--- config.mk ---
export PLATFORM = sky130hd
export DESIGN_NAME = target_tracker
export DESIGN_NICKNAME = d
export VERILOG_FILES = /design/src/rtl/target_tracker.sv
export SDC_FILE = /design/constraint.sdc
export NUM_CORES = 1
export LEC_CHECK = 0
export BUFFER_PORTS_ARGS = -buffer_cell sky130_fd_sc_hd__buf_2
export CORE_MARGIN = 5
export CORE_UTILIZATION = 40
export CTS_CLUSTER_DIAMETER = 100
export DETAILED_ROUTE_END_ITERATION = 6
export GPL_ROUTABILITY_DRIVEN = 0
export GPL_TIMING_DRIVEN = 0
export PLACE_DENSITY = 0.62
export REMOVE_ABC_BUFFERS = 1
export SETUP_SLACK_MARGIN = 0.15
export SYNTH_ARGS = -nofsm -noshare
export SYNTH_HDL_FRONTEND = slang
export SYNTH_SLANG_ARGS = --single-unit
--- constraint.sdc ---
create_clock -name clk -period 11 [get_ports clk]
set_input_delay 1.1 -clock clk [delete_from_list [all_inputs] [get_ports clk]]
set_output_delay 1.1 -clock clk [all_outputs]
set_load 0.005 [all_outputs]
--- src/rtl/target_tracker.sv ---
// target_tracker: per-frame target-colour statistics (count, centroid, bounding box) for a VGA pixel stream.
// Accumulates during ACCUM, snapshots at the last pixel, then divides serially before publishing.
module target_tracker #(
    parameter int MIN_PIXELS = 64,
    parameter int H_ACTIVE   = 640,
    parameter int V_ACTIVE   = 480
) (
    input  logic        clk,
    input  logic        reset,
    input  logic        DE,
    input  logic [9:0]  x_pixel,
    input  logic [9:0]  y_pixel,
    input  logic        is_target_color,
    output logic        obj_valid,
    output logic [9:0]  centroid_x,
    output logic [9:0]  centroid_y,
    output logic [9:0]  box_x_min,
    output logic [9:0]  box_x_max,
    output logic [9:0]  box_y_min,
    output logic [9:0]  box_y_max,
    output logic [18:0] pixel_count,
    output logic        frame_done
);
    localparam logic [9:0]  H_A   = 10'(H_ACTIVE);
    localparam logic [9:0]  V_A   = 10'(V_ACTIVE);
    localparam logic [9:0]  H_L   = 10'(H_ACTIVE - 1);
    localparam logic [9:0]  V_L   = 10'(V_ACTIVE - 1);
    localparam logic [18:0] MIN_P = 19'(MIN_PIXELS);

    typedef enum logic [2:0] {ACCUM, SNAP, DIV_X, DIV_Y, PUBLISH} state_e;
    state_e state_q, state_d;

    logic        start, last, hit;
    logic [18:0] cnt_q, cnt_d, cnt_b;
    logic [27:0] sx_q, sx_d, sx_b, sy_q, sy_d, sy_b;
    logic [9:0]  xmin_q, xmin_d, xmin_b, xmax_q, xmax_d, xmax_b;
    logic [9:0]  ymin_q, ymin_d, ymin_b, ymax_q, ymax_d, ymax_b;
    logic [18:0] sh_cnt_q;
    logic [27:0] sh_sy_q;
    logic [9:0]  sh_xmin_q, sh_xmax_q, sh_ymin_q, sh_ymax_q;
    logic [27:0] rem_q, quo_q, rem_n, quo_n;
    logic [28:0] trial;
    logic        ge, div_end;
    logic [4:0]  bit_q;
    logic [9:0]  qx_q, qy_q;
    logic        obj_valid_q, frame_done_q;
    logic [9:0]  cx_q, cy_q, bx0_q, bx1_q, by0_q, by1_q;
    logic [18:0] pc_q;

    always_comb begin
        start  = state_q == ACCUM && DE && x_pixel == '0 && y_pixel == '0;
        last   = state_q == ACCUM && DE && x_pixel == H_L && y_pixel == V_L;
        hit    = state_q == ACCUM && DE && is_target_color && x_pixel < H_A && y_pixel < V_A;
        cnt_b  = start ? '0 : cnt_q;
        sx_b   = start ? '0 : sx_q;
        sy_b   = start ? '0 : sy_q;
        xmin_b = start ? 10'h3ff : xmin_q;
        ymin_b = start ? 10'h3ff : ymin_q;
        xmax_b = start ? '0 : xmax_q;
        ymax_b = start ? '0 : ymax_q;
        cnt_d  = hit ? cnt_b + 19'd1 : cnt_b;
        sx_d   = hit ? sx_b + 28'(x_pixel) : sx_b;
        sy_d   = hit ? sy_b + 28'(y_pixel) : sy_b;
        xmin_d = hit && x_pixel < xmin_b ? x_pixel : xmin_b;
        xmax_d = hit && x_pixel > xmax_b ? x_pixel : xmax_b;
        ymin_d = hit && y_pixel < ymin_b ? y_pixel : ymin_b;
        ymax_d = hit && y_pixel > ymax_b ? y_pixel : ymax_b;
    end

    // Restoring divider step: remainder stays below the 19-bit divisor, so 28 bits hold it.
    always_comb begin
        trial   = {rem_q, quo_q[27]};
        ge      = trial >= {10'd0, sh_cnt_q};
        rem_n   = ge ? 28'(trial - {10'd0, sh_cnt_q}) : trial[27:0];
        quo_n   = {quo_q[26:0], ge};
        div_end = bit_q == 5'd27;
    end

    always_comb begin
        state_d = state_q;
        case (state_q)
            ACCUM:   state_d = last ? SNAP : ACCUM;
            SNAP:    state_d = DIV_X;
            DIV_X:   state_d = div_end ? DIV_Y : DIV_X;
            DIV_Y:   state_d = div_end ? PUBLISH : DIV_Y;
            default: state_d = ACCUM;
        endcase
    end

    always_ff @(posedge clk or posedge reset) begin
        if (reset) state_q <= ACCUM;
        else state_q <= state_d;
    end

    always_ff @(posedge clk or posedge reset) begin
        if (reset) begin
            cnt_q  <= '0;
            sx_q   <= '0;
            sy_q   <= '0;
            xmin_q <= 10'h3ff;
            ymin_q <= 10'h3ff;
            xmax_q <= '0;
            ymax_q <= '0;
        end else begin
            cnt_q  <= cnt_d;
            sx_q   <= sx_d;
            sy_q   <= sy_d;
            xmin_q <= xmin_d;
            ymin_q <= ymin_d;
            xmax_q <= xmax_d;
            ymax_q <= ymax_d;
        end
    end

    always_ff @(posedge clk or posedge reset) begin
        if (reset) begin
            sh_cnt_q     <= '0;
            sh_sy_q      <= '0;
            sh_xmin_q    <= '0;
            sh_xmax_q    <= '0;
            sh_ymin_q    <= '0;
            sh_ymax_q    <= '0;
            rem_q        <= '0;
            quo_q        <= '0;
            bit_q        <= '0;
            qx_q         <= '0;
            qy_q         <= '0;
            obj_valid_q  <= 1'b0;
            frame_done_q <= 1'b0;
            pc_q         <= '0;
            cx_q         <= '0;
            cy_q         <= '0;
            bx0_q        <= '0;
            bx1_q        <= '0;
            by0_q        <= '0;
            by1_q        <= '0;
        end else begin
            frame_done_q <= state_q == PUBLISH;
            case (state_q)
                SNAP: begin
                    sh_cnt_q  <= cnt_q;
                    sh_sy_q   <= sy_q;
                    sh_xmin_q <= xmin_q;
                    sh_xmax_q <= xmax_q;
                    sh_ymin_q <= ymin_q;
                    sh_ymax_q <= ymax_q;
                    rem_q     <= '0;
                    quo_q     <= sx_q;
                    bit_q     <= '0;
                end
                DIV_X, DIV_Y: begin
                    rem_q <= div_end ? '0 : rem_n;
                    quo_q <= div_end && state_q == DIV_X ? sh_sy_q : quo_n;
                    bit_q <= div_end ? '0 : bit_q + 5'd1;
                    if (div_end && state_q == DIV_X) qx_q <= quo_n[9:0];
                    if (div_end && state_q == DIV_Y) qy_q <= quo_n[9:0];
                end
                PUBLISH: begin
                    pc_q        <= sh_cnt_q;
                    obj_valid_q <= sh_cnt_q >= MIN_P;
                    if (sh_cnt_q >= MIN_P) begin
                        cx_q  <= qx_q;
                        cy_q  <= qy_q;
                        bx0_q <= sh_xmin_q;
                        bx1_q <= sh_xmax_q;
                        by0_q <= sh_ymin_q;
                        by1_q <= sh_ymax_q;
                    end
                end
                default: ;
            endcase
        end
    end

    assign obj_valid   = obj_valid_q;
    assign frame_done  = frame_done_q;
    assign pixel_count = pc_q;
    assign centroid_x  = cx_q;
    assign centroid_y  = cy_q;
    assign box_x_min   = bx0_q;
    assign box_x_max   = bx1_q;
    assign box_y_min   = by0_q;
    assign box_y_max   = by1_q;
endmodule
Word level (Yosys, flattened, before mapping)
Index checks and enable logic that the tools add are counted.

cells by class
  add/sub/neg operators = 5
  multipliers = 0
  divide/modulo/power cells = 0
  $lt $le $gt $ge = 8
  equality and inequality tests = 7
  shift operators = 0
  mux-type cells = 25
  bitwise logic cells = 0
  reduce and logical (&&, ||, !) cells = 22

operators by type and width
  kind                   count
  $mux 28                7
  $pmux 28 s2            2
  $mux 10                8
  $add 28x10->28         2
  $mux 19                2
  $ge 29x19->1           1
  $sub 28x19->28         1
  $gt 10x10->1           2
  $logic_not 10->1       2
  $lt 10x10->1           2
  $add 19x1->19 const B  1
  $ge 19x7->1 const B    1
  $logic_and 1x1->1      14
  $pmux 3 s4             1
  $eq 10x10->1 const B   1
  $eq 10x9->1 const B    1
  $lt 10x10->1 const B   1
  $lt 10x9->1 const B    1
  $pmux 5 s2             1
  $eq 3x2->1 const B     2
  $reduce_and 2->1       3
  $add 5x1->5 const B    1
  $eq 5x5->1 const B     1
  $mux 5                 1
  other kinds (7)        8

word-level totals
  register bits = 367
  bits in latches = 0
  bits in writable memories = 0
  bits in read-only memories = 0
  input port bits = 24
  output and inout port bits = 81
  word-level logic and storage cells = 95
  memories = 0

Depth between registers and ports, before layout
  depth in word-level cells = 8
  depth in mapped cells = 18
  mapped depth without buffers = 15

Least setup slack after synthesis
OpenSTA, ideal clock, no wires.

  path kind = input -> register
  start = input port x_pixel[7]
  end = register sx_q[20]
  library setup time = 132 ps
  data arrival time = 4457 ps
  data required time = 10868 ps
  path slack = 6411 ps
  stages on the path = 14
  path buffers = 2
  path through = or4_4 > or4_1 > clkbuf_1 > clkbuf_1 > and2_1 > ha_1 > nor2b_1 > o2111ai_1 > nand3_1 > a41oi_1 > nor4_1 > nand3_1 > xor2_1 > nor2_1

between the ends
  cells in the longest elaborated chain, start to end = 6
  elaborated cells between the ends (all ways) = 9
  those cells by class = 1 x add/sub; 1 x order compare; 2 x mux; 5 x reduce/logical

RTL lines
  item                             RTL line  text
  from (decl)                      11        input logic [9:0] x_pixel,
  $logic_not 10->1                 51        start = state_q == ACCUM && DE && x_pixel == '0 && y_pixel == '0;
  $logic_and 1x1->1 (2 in series)  51
  $mux 28                          55        sx_b = start ? '0 : sx_q;
  $add 28x10->28                   62        sx_d = hit ? sx_b + 28'(x_pixel) : sx_b;
  $mux 28 *                        62
  via sx_d[20]                     35        logic [27:0] sx_q, sx_d, sx_b, sy_q, sy_d, sy_b;
  to (signal assigned)             98        sx_q <= '0;
  to (signal assigned)             106       sx_q <= sx_d;
  to (decl)                        35

Mark *: on every way through the listed nets, which the timed path passes. The rest lies on a longest branch.
A chain may end at the register's enable or synchronous reset.

Worst setup path in the final report
  start = register state_q[2]
  end = register sy_q[20]

between the ends
  cells in the longest elaborated chain, start to end = 7
  elaborated cells between the ends (all ways) = 10
  those cells by class = 1 x add/sub; 2 x mux; 7 x reduce/logical

RTL lines
  item                             RTL line  text
  from (decl)                      31        state_e state_q, state_d;
  from (signal assigned)           92        else state_q <= state_d;
  $logic_not 3->1 *                51, 53
  $logic_and 1x1->1 *              51, 53
  $logic_and 1x1->1 (2 in series)  51
  $mux 28                          56        sy_b = start ? '0 : sy_q;
  $add 28x10->28                   63        sy_d = hit ? sy_b + 28'(y_pixel) : sy_b;
  $mux 28 *                        63
  via sy_d[20]                     35
  to (signal assigned)             107       sy_q <= sy_d;
  to (decl)                        35

Marks and branches as above.

==> run summary <==
- status: complete, no violations
- post-synth design cell area: 18100 µm²
- maximum single-stage delay on the critical path: 1040 ps
- total of buffers placed on input and output ports: 104
- vias in the first global route: 13300
- Clock Skew: 25.2 ps
- Max Cap Violations: 0
- crit-path max FO: 35
- routed length per placed instance: 16.9 µm
- pre-CTS setup slack: 5260 ps
- share of the cycle needed by the critical path after routing: 52.6%
- CTS tree: built
- startpoint-to-endpoint class of the critical path: reg2reg
- starting DRC count in detailed routing: 969
- maximum clock insertion buffer count: 3
- Power per Cell Area: 168 nW/µm²
- commonest non-fill, non-tap cells in the layout: sky130_fd_sc_hd__dfrtp_1 (346), sky130_fd_sc_hd__nand2_1 (191), sky130_fd_sc_hd__mux2_2 (171), sky130_fd_sc_hd__nor2_1 (140), sky130_fd_sc_hd__o21ai_0 (120)
- count of non-filler cells in the finished layout: 2427
- number of unique standard cell types used by synthesis: 67
- pins over their slew limit: 0
- share of layout cells above drive strength 1: 21.7%
- number of instances in the synthesized netlist: 1712
- filler instances: 4239
- cell at the root of the clock tree: sky130_fd_sc_hd__clkbuf_16
- Clock H-tree levels: 2
- clock buffer count from CTS: 41
- number of enable flip-flop cells after synthesis: 0
- slowest CP cell: sky130_fd_sc_hd__or4_2
- total iterations of the first detailed-routing run: 5
- share of synthesized registers carrying an async set or reset: 100%
- smallest setup slack after layout: 5220 ps
- category of the worst setup path launch point: flop
- yosys synthesis warning count: 0
- first-pass GRT wire length: 68500 µm
- detailed-route via count: 13000
- number of hold buffers added after cts: 0
- Post-CTS Resized: 0
- number of sinks handled by clock tree synthesis: 367
- Synth-to-Final Area Change: 14.7%
- final critical path time including I/O delays and setup: 5780 ps
- row cnt: 78
- final-report hold violation count: 0
- initial antenna violation count: 0
- sequential area share after synthesis: 50.9%
- Setup Viol. Count Final: 0
- pin count of the biggest net entering global routing: 133
- number of top-level pins: 105
- most frequent standard cell in the layout excluding fill and tap cells: sky130_fd_sc_hd__dfrtp_1
- register cell area after layout: 9210 µm²
- clock transition time at the flip-flop clock pins of the worst setup and hold paths: 60 ps
- effective utilization at floorplan: 40.1%
- Static Leakage: 10.0 nW
- grt total ovfl: 0
- type of destination of the critical path: flop
- gate family responsible for the most delay along the worst path: simple AND/OR/NAND/NOR gates
- cell-by-cell listing of the critical path: or3_4 > or4_4 > or4_2 > buf_16 > and2_1 > ha_1 > nor2b_1 > o2111ai_1 > nand3_1 > o41ai_1 > o21ai_1 > nand4_1 > xor2_1 > nor2_1
- total instance count after detailed placement: 2353
- Worst Tran Pin Value: 1370 ps
- Routed Antenna Nets: 0
- floorplan core area: 45100 µm²
- Max-slew headroom: 6.08%
- Tot GR Track Use: 16.4%
- horizontal extent of the die: 223 µm
- multi-input combinational cell area: 8390 µm²
- Worst Path Buf+Inv: 1
- data required time at the worst endpoint: 11430 ps
- final HPWL from detailed placement: 27700 µm
- data arrival time of the worst path: 6210 ps
- maximum clock rate: 173 MHz
- syn avg cell area: 10.6 µm²
- Die Y: 223 µm
- Post CTS Setup Buffer Count: 0
- flip-flop and latch count after synthesis: 367
- Primary FF master, synth: sky130_fd_sc_hd__dfrtp_1
- post-DR vias/cell: 5.34
- worst vdd ir: 0.0000932 V
- nets: 1902
- DRC Markers: 0
- Hold Crit Class: in2async
- diodes inserted: 0
- insertion delay of the later-clocked pin in the worst-skew pair: 560 ps
- setup repair after global routing missed its margin: false
- DIE AREA: 49600 µm²
- sum of routed wire length over all layers: 40900 µm
==> synth_stat cells (all sizes together) (20+ instances only) <==
master,instances,area share (%)
dfrtp,347,48
nand2,192,4.0
mux2,171,11
nor2,143,3.0
o21ai,121,3.3
a21oi,79,2.2
ha,79,5.5
clkbuf,60,1.2
inv,51,1.1
xor2,48,2.3
xnor2,38,1.8
nand3,33,0.91
o22a,26,1.3
nand4,25,0.86
and2,24,0.83
buf,23,0.58
a31oi,22,0.76
dfstp,20,2.9
==> power breakdown <==
part | switching [W] | internal [W] | leakage (nW) | total, W
Combinational | 0.000329 | 0.000244 | 4.35 | 0.000573
Clock | 0.000550 | 0.000819 | 0.662 | 0.00137
Sequential | 0.0000689 | 0.00148 | 4.99 | 0.00155
Total | 0.000948 | 0.00254 | 10.0 | 0.00349
==> per-stage QoR <==
stage                     utilization, %  hold WS, ps  power, W  setup TNS [ps]  area (µm²)
after floorplan                        -          446   0.00199          -88730       17800
after global placement              42.2          473   0.00212        -1702920       19000
after detailed placement            43.0          485   0.00214               0       19400
after CTS                           46.0          444   0.00353               0       20800
after global routing                46.0          458   0.00370               0       20800
final                               46.0          474   0.00349               0       20800
==> final timing paths <==
check	start	end	slack [ps]	cells past startpoint
worst max-delay path	state_q[2]	sy_q[20]	5220	14
max in group asynchronous	reset	ymin_q[9]	9250	4
worst min register to register	rem_q[27]	rem_q[27]	490	2
min in group clk	rem_q[27]	rem_q[27]	490	2
worst max register to register	state_q[2]	sy_q[20]	5220	14
worst min-delay path	reset	box_x_min[2]	470	2
==> state kept, by name (all words and copies together) (netlist names), 19 cells and up <==
register,flops
cnt_q,19
pixel_count,19
quo_q,28
rem_q,28
sh_cnt_q,19
sh_sy_q,28
sx_q,28
sy_q,28
==> cell type report <==
cell class,count,area share (%)
flip-flops and latches,367,44.4
multi-input cells,1211,40.4
repair buffers,124,4.12
inverters,51,0.958
well taps,600,3.62
clock buffers,61,5.89
clock inverters,13,0.639
==> routing by layer <==
| metal | track usage [%] | up-vias | share of wire [%] |
|---|---|---|---|
| li1 | - | 6230 | - |
| met1 | 22.6 | 6420 | 48 |
| met2 | 26.5 | 235 | 46 |
| met3 | 2.85 | 69 | 4.0 |
| met4 | 5.53 | 0 | 2.7 |
| met5 | 0 | - | 0 |
==> kinds of logic (layout without fill, tap and decap cells) <==
logic type,count (synthesis),after routing,share of synthesized area [%]
xor+xnor,86,86,4.16
flops,367,367,50.9
mux,184,184,11.4
buf+inv,134,249,2.88
compound gates,345,345,11.7
simple gates,514,514,13.2
fa+ha+maj,82,82,5.79
Note: power is estimated with default switching activity, not from simulation.
